[src/rtl/servant_uart_tx.sv]
// servant_uart_tx: Wishbone-slave UART transmitter with a small byte FIFO.
// Frames are 8N1 by default; defining UART_TX_PARITY_EN inserts an even
// parity bit after data bit 7 (8E1).
`timescale 1ns/1ps
module servant_uart_tx #(
   parameter int unsigned BAUD_DIV = 280,
   parameter int unsigned AW       = 2
) (
   input  logic        wb_clk,
   input  logic        wb_rst_n,
   input  logic        wb_adr,
   input  logic [31:0] wb_dat,
   input  logic        wb_we,
   input  logic        wb_cyc,
   input  logic        wb_stb,
   output logic [31:0] wb_rdt,
   output logic        wb_ack,
   output logic        tx
);

   localparam int unsigned DEPTH = 1 << AW;
   localparam int unsigned CNTW  = AW + 1;
   localparam int unsigned CW    = 16;
   localparam logic [CW-1:0] RELOAD = CW'(BAUD_DIV - 1);

   typedef enum logic [2:0] {
      IDLE,
      START,
      DATA,
`ifdef UART_TX_PARITY_EN
      PARITY,
`endif
      STOP
   } state_t;

   state_t            state, state_nxt;
   logic [CW-1:0]     cnt, cnt_nxt;
   logic [2:0]        idx, idx_nxt;
   logic [7:0]        shift, shift_nxt;
   logic              tx_nxt;
`ifdef UART_TX_PARITY_EN
   logic              par, par_nxt;
`endif

   logic [7:0]        mem [DEPTH];
   logic [AW-1:0]     wr_ptr, rd_ptr;
   logic [CNTW-1:0]   count;
   logic              overflow;

   logic              fifo_empty, fifo_full, busy;
   logic              req_c, push_c, accept_c, clr_c, pop_c, cnt_end;
   logic [7:0]        fifo_rd;
   logic [23:0]       unused_dat;

   assign unused_dat = wb_dat[31:8];

   assign fifo_empty = (count == '0);
   assign fifo_full  = (count == CNTW'(DEPTH));
   assign busy       = (state != IDLE);
   assign fifo_rd    = mem[rd_ptr];
   assign cnt_end    = (cnt == '0);

   assign req_c    = wb_cyc & wb_stb & ~wb_ack;
   assign push_c   = wb_ack & wb_we & ~wb_adr;
   assign clr_c    = wb_ack & wb_we & wb_adr & wb_dat[3];
   assign accept_c = push_c & (~fifo_full | pop_c);

   // Bus handshake: one-cycle ack, read data presented alongside it
   always_ff @(posedge wb_clk or negedge wb_rst_n) begin
      if (!wb_rst_n) begin
         wb_ack <= 1'b0;
         wb_rdt <= '0;
      end else begin
         wb_ack <= req_c;
         if (req_c && !wb_we)
            wb_rdt <= wb_adr ? {28'b0, overflow, busy, fifo_full, fifo_empty} : 32'h0;
      end
   end

   // Sticky overflow flag: set on a dropped byte, cleared by status write bit 3
   always_ff @(posedge wb_clk or negedge wb_rst_n) begin
      if (!wb_rst_n)
         overflow <= 1'b0;
      else if (clr_c)
         overflow <= 1'b0;
      else if (push_c && !accept_c)
         overflow <= 1'b1;
   end

   // FIFO storage (data only, no reset needed)
   always_ff @(posedge wb_clk) begin
      if (accept_c)
         mem[wr_ptr] <= wb_dat[7:0];
   end

   // FIFO pointers and occupancy
   always_ff @(posedge wb_clk or negedge wb_rst_n) begin
      if (!wb_rst_n) begin
         wr_ptr <= '0;
         rd_ptr <= '0;
         count  <= '0;
      end else begin
         if (accept_c)
            wr_ptr <= wr_ptr + AW'(1);
         if (pop_c)
            rd_ptr <= rd_ptr + AW'(1);
         case ({accept_c, pop_c})
            2'b10:   count <= count + CNTW'(1);
            2'b01:   count <= count - CNTW'(1);
            default: count <= count;
         endcase
      end
   end

   // Transmit FSM state and registered serial output
   always_ff @(posedge wb_clk or negedge wb_rst_n) begin
      if (!wb_rst_n) begin
         state <= IDLE;
         cnt   <= '0;
         idx   <= '0;
         shift <= '0;
         tx    <= 1'b1;
`ifdef UART_TX_PARITY_EN
         par   <= 1'b0;
`endif
      end else begin
         state <= state_nxt;
         cnt   <= cnt_nxt;
         idx   <= idx_nxt;
         shift <= shift_nxt;
         tx    <= tx_nxt;
`ifdef UART_TX_PARITY_EN
         par   <= par_nxt;
`endif
      end
   end

   // Transmit FSM next-state: baud countdown per bit, pop on idle or at stop end
   always_comb begin
      state_nxt = state;
      cnt_nxt   = cnt;
      idx_nxt   = idx;
      shift_nxt = shift;
      tx_nxt    = tx;
      pop_c     = 1'b0;
`ifdef UART_TX_PARITY_EN
      par_nxt   = par;
`endif
      case (state)
         IDLE: begin
            tx_nxt = 1'b1;
         end
         START: begin
            if (cnt_end) begin
               state_nxt = DATA;
               cnt_nxt   = RELOAD;
               idx_nxt   = '0;
               tx_nxt    = shift[0];
            end else begin
               cnt_nxt = cnt - CW'(1);
            end
         end
         DATA: begin
            if (cnt_end) begin
               cnt_nxt = RELOAD;
               if (idx == 3'd7) begin
`ifdef UART_TX_PARITY_EN
                  state_nxt = PARITY;
                  tx_nxt    = par;
`else
                  state_nxt = STOP;
                  tx_nxt    = 1'b1;
`endif
               end else begin
                  idx_nxt   = idx + 3'd1;
                  shift_nxt = {1'b0, shift[7:1]};
                  tx_nxt    = shift[1];
               end
            end else begin
               cnt_nxt = cnt - CW'(1);
            end
         end
`ifdef UART_TX_PARITY_EN
         PARITY: begin
            if (cnt_end) begin
               state_nxt = STOP;
               cnt_nxt   = RELOAD;
               tx_nxt    = 1'b1;
            end else begin
               cnt_nxt = cnt - CW'(1);
            end
         end
`endif
         STOP: begin
            if (cnt_end) begin
               state_nxt = IDLE;
               tx_nxt    = 1'b1;
            end else begin
               cnt_nxt = cnt - CW'(1);
            end
         end
         default: begin
            state_nxt = IDLE;
            tx_nxt    = 1'b1;
         end
      endcase

      // Load the next byte straight into a start bit (no idle gap between frames)
      if (!fifo_empty && (state == IDLE || (state == STOP && cnt_end))) begin
         pop_c     = 1'b1;
         state_nxt = START;
         cnt_nxt   = RELOAD;
         shift_nxt = fifo_rd;
         tx_nxt    = 1'b0;
`ifdef UART_TX_PARITY_EN
         par_nxt   = ^fifo_rd;
`endif
      end
   end

endmodule

[config.mk]
export PLATFORM = sky130hd
export DESIGN_NAME = servant_uart_tx
export DESIGN_NICKNAME = d
export VERILOG_FILES = /design/src/rtl/servant_uart_tx.sv
export SDC_FILE = /design/constraint.sdc
export NUM_CORES = 1
export LEC_CHECK = 0
export ABC_AREA = 1
export ABC_CLOCK_PERIOD_IN_PS = 4230
export BUFFER_PORTS_ARGS = -buffer_cell sky130_fd_sc_hd__buf_2
export CORE_MARGIN = 3
export CORE_UTILIZATION = 55
export CTS_CLUSTER_DIAMETER = 50
export CTS_CLUSTER_SIZE = 8
export DETAILED_ROUTE_END_ITERATION = 10
export GPL_ROUTABILITY_DRIVEN = 0
export GPL_TIMING_DRIVEN = 0
export PLACE_DENSITY = 0.79
export SYNTH_ARGS = -nofsm -noshare
export SYNTH_HDL_FRONTEND = slang
export SYNTH_SLANG_ARGS = --single-unit
[constraint.sdc]
create_clock -name wb_clk -period 4.23 [get_ports wb_clk]
set_clock_uncertainty 0.05 [all_clocks]
set_input_delay 0.6345 -clock wb_clk [delete_from_list [all_inputs] [get_ports wb_clk]]
set_output_delay 0.6345 -clock wb_clk [all_outputs]
set_load 0.02 [all_outputs]
Yosys cells after proc, flatten, opt, wreduce, memory -nomap -nowiden
Memories as Yosys holds them, arrays and structs flattened.
Cells that the tools add are included.
- bits in registers: 72
- memory bits (writable): 32
- input bits: 38
- output and inout bits: 34
- word-level logic and storage cells: 100
- memories kept: 1
- add/sub/neg operators: 6
- equality and inequality tests: 17
- multiplexer cells: 30
- bitwise gates (word level): 11
- reduce and logical (&&, ||, !) cells: 24
- memories (memory ; words ; width ; rd ports ; clocked after Yosys merged registers in ; wr ports ; line ; source):
    mem ; 4 ; 8 ; 1 ; 0 ; 1 ; 45 ; logic [7:0] mem [DEPTH];
- operators by type and width (operator ; number):
    16-bit two-way mux ; 3
    8-bit two-way mux ; 4
    16-bit case mux with 2 select lines ; 1
    3-bit two-way mux ; 7
    16-bit logical NOT ; 1
    16-bit by 1-bit subtractor with 16-bit output (second input constant) ; 1
    3-bit case mux with 2 select lines ; 2
    3-bit case mux with 4 select lines ; 1
    1-bit two-way mux ; 10
    2-bit nonzero test ; 5
    3-bit != test (second input constant) ; 3
    1-bit bitwise AND ; 7
    3-bit by 1-bit adder with 3-bit output (second input constant) ; 2
    3-bit by 2-bit equality test with 1-bit output (second input constant) ; 2
    3-bit equality test (second input constant) ; 2
    3-bit logical NOT ; 2
    2-bit != test (second input constant) ; 3
    3-bit by 2-bit != test with 1-bit output (second input constant) ; 2
    3-bit AND reduction ; 2
    3-bit nonzero test ; 2
    5-bit AND reduction ; 1
    2-bit by 1-bit adder with 2-bit output (second input constant) ; 2
    1-bit logical AND ; 4
    4-bit two-way mux ; 1
    other kinds (13) ; 18

Logic depth before layout (Yosys ltp)
- depth after elaboration: 11
- mapped depth: 13
- depth with buffers taken out: 13

Worst setup path before layout
No wires, ideal clock.
- kind: reg2reg
- start: reg cnt[0]
- end: mem mem[0][0] (enable)
- setup time: 371 ps
- arrival: 1637 ps
- data required time: 3809 ps
- slack: 2172 ps
- cell stages (with the launch flop): 11
- path buffers: 0
- clock period less this slack: 2058 ps
- cell sequence: dfrtp_1 -> inv_1 -> ha_1 -> nand2_2 -> nor2_4 -> nand2_4 -> nand2_8 -> nand2_4 -> inv_1 -> o21ai_4 -> nor2_1
- cells in the longest elaborated chain, start to end: 9
- ends and longest elaborated chain (element ; line ; source):
    start: declaration ; 37 ; logic [CW-1:0] cnt, cnt_nxt;
    start signal: assignment ; 128 ; cnt <= cnt_nxt;
    16-bit logical NOT ; 61 ; assign cnt_end = (cnt == '0);
    1-bit logical AND ; 209 ; if (!fifo_empty && (state == IDLE || (state == STOP && cnt_end))) begin
    1-bit logical OR ; 209 ;
    1-bit logical AND ; 209 ;
    1-bit two-way mux ; 209 ;
    1-bit OR ; 66 ; assign accept_c = push_c & (~fifo_full | pop_c);
    1-bit bitwise AND ; 66 ;
    1-bit two-way mux ; 92 ; if (accept_c)
    1-bit two-way mux (implied by the code) ; 93 ; mem[wr_ptr] <= wb_dat[7:0];
    end: declaration ; 45 ;
No other way between the ends.

Worst setup path after layout
- start: reg cnt[1]
- end: mem mem[2][0] (enable)
Same word-level chain as after synthesis.

==> summary.txt <==
Route
  – Final WL: 7097 um
  – TritonRoute pass-1 iters: 4
  – Vias: 2764
  – Post-route ant nets: 0
  – First DRT Iteration DRCs: 141
  – DR vias/cell: 4.918
  – Routed len/inst: 12.63 um
  – DRC: 0

Logic synthesis
  – Seq/Total Area, Yosys: 53.06%
  – Synth warnings: 0
  – Syn Area/Cell: 9.438 um^2
  – Post-synthesis cell count: 407
  – Syn Std Cell Area: 0.003841 mm^2
  – Yosys reg bits: 75
  – Synth unique cells: 39

Floorplanning
  – Die area: 0.008023 mm^2
  – Die Wd: 89.57 um
  – Die height: 89.57 um
  – Core ar.: 0.006568 mm^2
  – Initial core utilization: 58.49%
  – Site Rows: 29
  – IO Count: 72

Cells and area
  – Share of cells above drive strength 1: 17.91%
  – Diodes inserted: 0
  – Nets: 514
  – Final instance area: 0.004362 mm^2
  – Area delta synth->final: 13.55%
  – Fillers: 534

Clock tree
  – Htree depth: 3
  – TritonCTS clock tree: built
  – Clk sink count: 75
  – Post-CTS Setup Inserts: 0
  – CTS resizes: 0
  – Clock-pin slew on the worst setup and hold paths: 0.09 ns
  – CTS root buf: clkbuf_8
  – CTS Buffer Depth: 2
  – Hold-fix buffers, CTS: 0
  – CTS buffer count: 9
  – Clk_lat worst skew: 0.36 ns

Global route
  – GRT overflow: 0
  – Antenna violations before repair: 0
  – Vias in the first global route: 2711
  – Pin count of the biggest net entering global routing: 44
  – First-pass GRT wire length: 12030 um
  – Tot GR Track Use: 19.70%

Timing
  – Period utilization: 58.01%
  – Setup repair after global routing missed its margin: no
  – F_max: 407.6 MHz
  – Final Max Slew Viols: 0
  – Final min period: 2.454 ns
  – Setup TNS: 0 ns
  – Slew @ Worst Pin: 1.005 ns
  – Setup Viol. Count Final: 0
  – Rel. slew slack: 32.39%
  – Fin. Hold Viols: 0

Critical path
  – Worst Setup Path Type: reg2reg
  – Crit. End Element: flip-flop
  – Critical Path AT: 2.39 ns
  – Critical path peak fanout: 8
  – Worst path required time: 4.16 ns
  – CP Launch Type: flip-flop

Flow run
  – Max cap viols: 0

Status
  – Status: finished, final reports clean

Pwr
  – Leakage: 2.145 nW
  – VDD IR-drop max: 251.6 uV
  – P per Cell Area: 369.9 mW/mm^2

Hold path
  – Worst Hold Class: in2async

Placed design
  – DP Wirelength: 5230 um
  – Post-place instance area: 0.004154 mm^2
  – Number of port buffers: 19
where the power goes:
part	total, mW	leakage (nW)	internal, mW	switching, mW
Combinational	0.210	1.23	0.0719	0.138
Clock	0.573	0.102	0.282	0.291
Sequential	0.830	0.810	0.801	0.0288
metal layers:
metal  vias up  wire length, um  global-route usage [%]
met1      1279             3117                   23.71
li1       1406                -                       -
met5         -                0                       0
met4         0              138                   8.254
met3        13              325                   4.653
met2        66             3516                   33.84
worst paths after layout:
path | slack (ns) | startpoint | cells past startpoint | endpoint
min in group wb_clk | 0.43 | wb_dat[4] | 1 | mem[2][4]
worst min register to register | 0.45 | shift[5] | 2 | shift[5]
worst max register to register | 1.78 | cnt[1] | 10 | mem[2][0]
worst max-delay path | 1.78 | cnt[1] | 10 | mem[2][0]
max in group asynchronous | 3.16 | wb_rst_n | 1 | wr_ptr[1]
worst min-delay path | 0.36 | wb_rst_n | 1 | cnt[5]
cells in the mapped netlist (all sizes together):
master / count / share of area (%)
or2: 1 / 0.16
o211ai: 1 / 0.20
fa: 1 / 0.52
nand3b: 3 / 0.59
dfrtp: 42 / 27
ha: 11 / 3.6
conb: 1 / 0.098
inv: 60 / 5.9
dfstp: 1 / 0.68
a32o: 1 / 0.26
a22oi: 1 / 0.20
edfxtp: 32 / 25
nand3: 36 / 5.0
buf: 31 / 6.0
o22ai: 10 / 1.6
nand2: 61 / 6.9
nor2: 39 / 4.8
a22o: 2 / 0.46
nor4: 2 / 0.33
o31ai: 1 / 0.20
xor2: 7 / 1.6
nor3: 7 / 0.91
nand4: 3 / 0.49
clkbuf: 4 / 0.39
a31oi: 1 / 0.16
a21oi: 8 / 1.0
o21ai: 40 / 5.5
state kept, by name, indices dropped and copies added, names as in the netlist, 2 cells and up:
name    cells
mem        32
cnt        16
shift       8
wb_rdt      4
count       3
idx         3
rd_ptr      2
state       2
wr_ptr      2
metrics by stage:
step / hold slack, ns / util [%] / worst slack [ns] / instances / power (mW)
2_1_floorplan: 0.2889 / - / 2.172 / 434 / 0.9965
3_3_place_gp: 0.4099 / 63.25 / 1.805 / 546 / 1.042
3_5_place_dp: 0.4286 / 63.25 / 1.769 / 546 / 1.057
4_1_cts: 0.4007 / 66.41 / 1.747 / 562 / 1.624
5_1_grt: 0.4276 / 66.41 / 1.610 / 562 / 1.693
6_report: 0.3607 / 66.41 / 1.776 / 562 / 1.614
cell type report:
type | count | area, um^2 | area share (%)
clock buffers | 9 | 123.9 | 2.840
flip-flops and latches | 75 | 2038 | 46.73
inverters | 60 | 225.2 | 5.164
plain buffers | 35 | 246.5 | 5.651
well taps | 93 | 116.4 | 2.668
multi-input cells | 264 | 1433 | 32.85
repair buffers | 19 | 95.09 | 2.180
clock inverters | 7 | 83.83 | 1.922
kinds of logic after synthesis:
group,synth area share [%]
AOI/OAI and AO/OA,9.642
xor gates and xnor gates,1.596
adders and majority gates,4.104
buffers and inverters,12.28
DFF,53.06
other,0.09763
and+or+nand+nor,19.22
layout by cell type (no fill, tap or decap), types with 3 or more instances in the layout:
cell type,Yosys,layout
nand4_1,3,3
nand3_1,35,35
nor2_2,3,3
nand2_1,56,56
clkbuf_8,0,9
buf_4,28,28
xor2_1,7,7
nand3b_1,3,3
a21oi_1,8,8
clkbuf_1,4,4
buf_2,2,21
dfrtp_1,42,42
conb_1,1,28
nor2_1,33,33
o22ai_1,10,10
nor3_1,7,7
edfxtp_1,32,32
ha_1,11,11
o21ai_0,36,36
inv_2,3,3
o21ai_1,3,3
inv_1,57,57
critical path, stage by stage (launching register included):
cell and delay, ns:
dfrtp_1 0.37, inv_1 0.10, ha_1 0.22, nand2_2 0.14, nor2_4 0.15, nand2_4 0.08, nand2_8 0.09, nand2_4 0.08
inv_1 0.10, o21ai_4 0.09, nor2_1 0.62
Note: power is estimated with default switching activity, not from simulation.
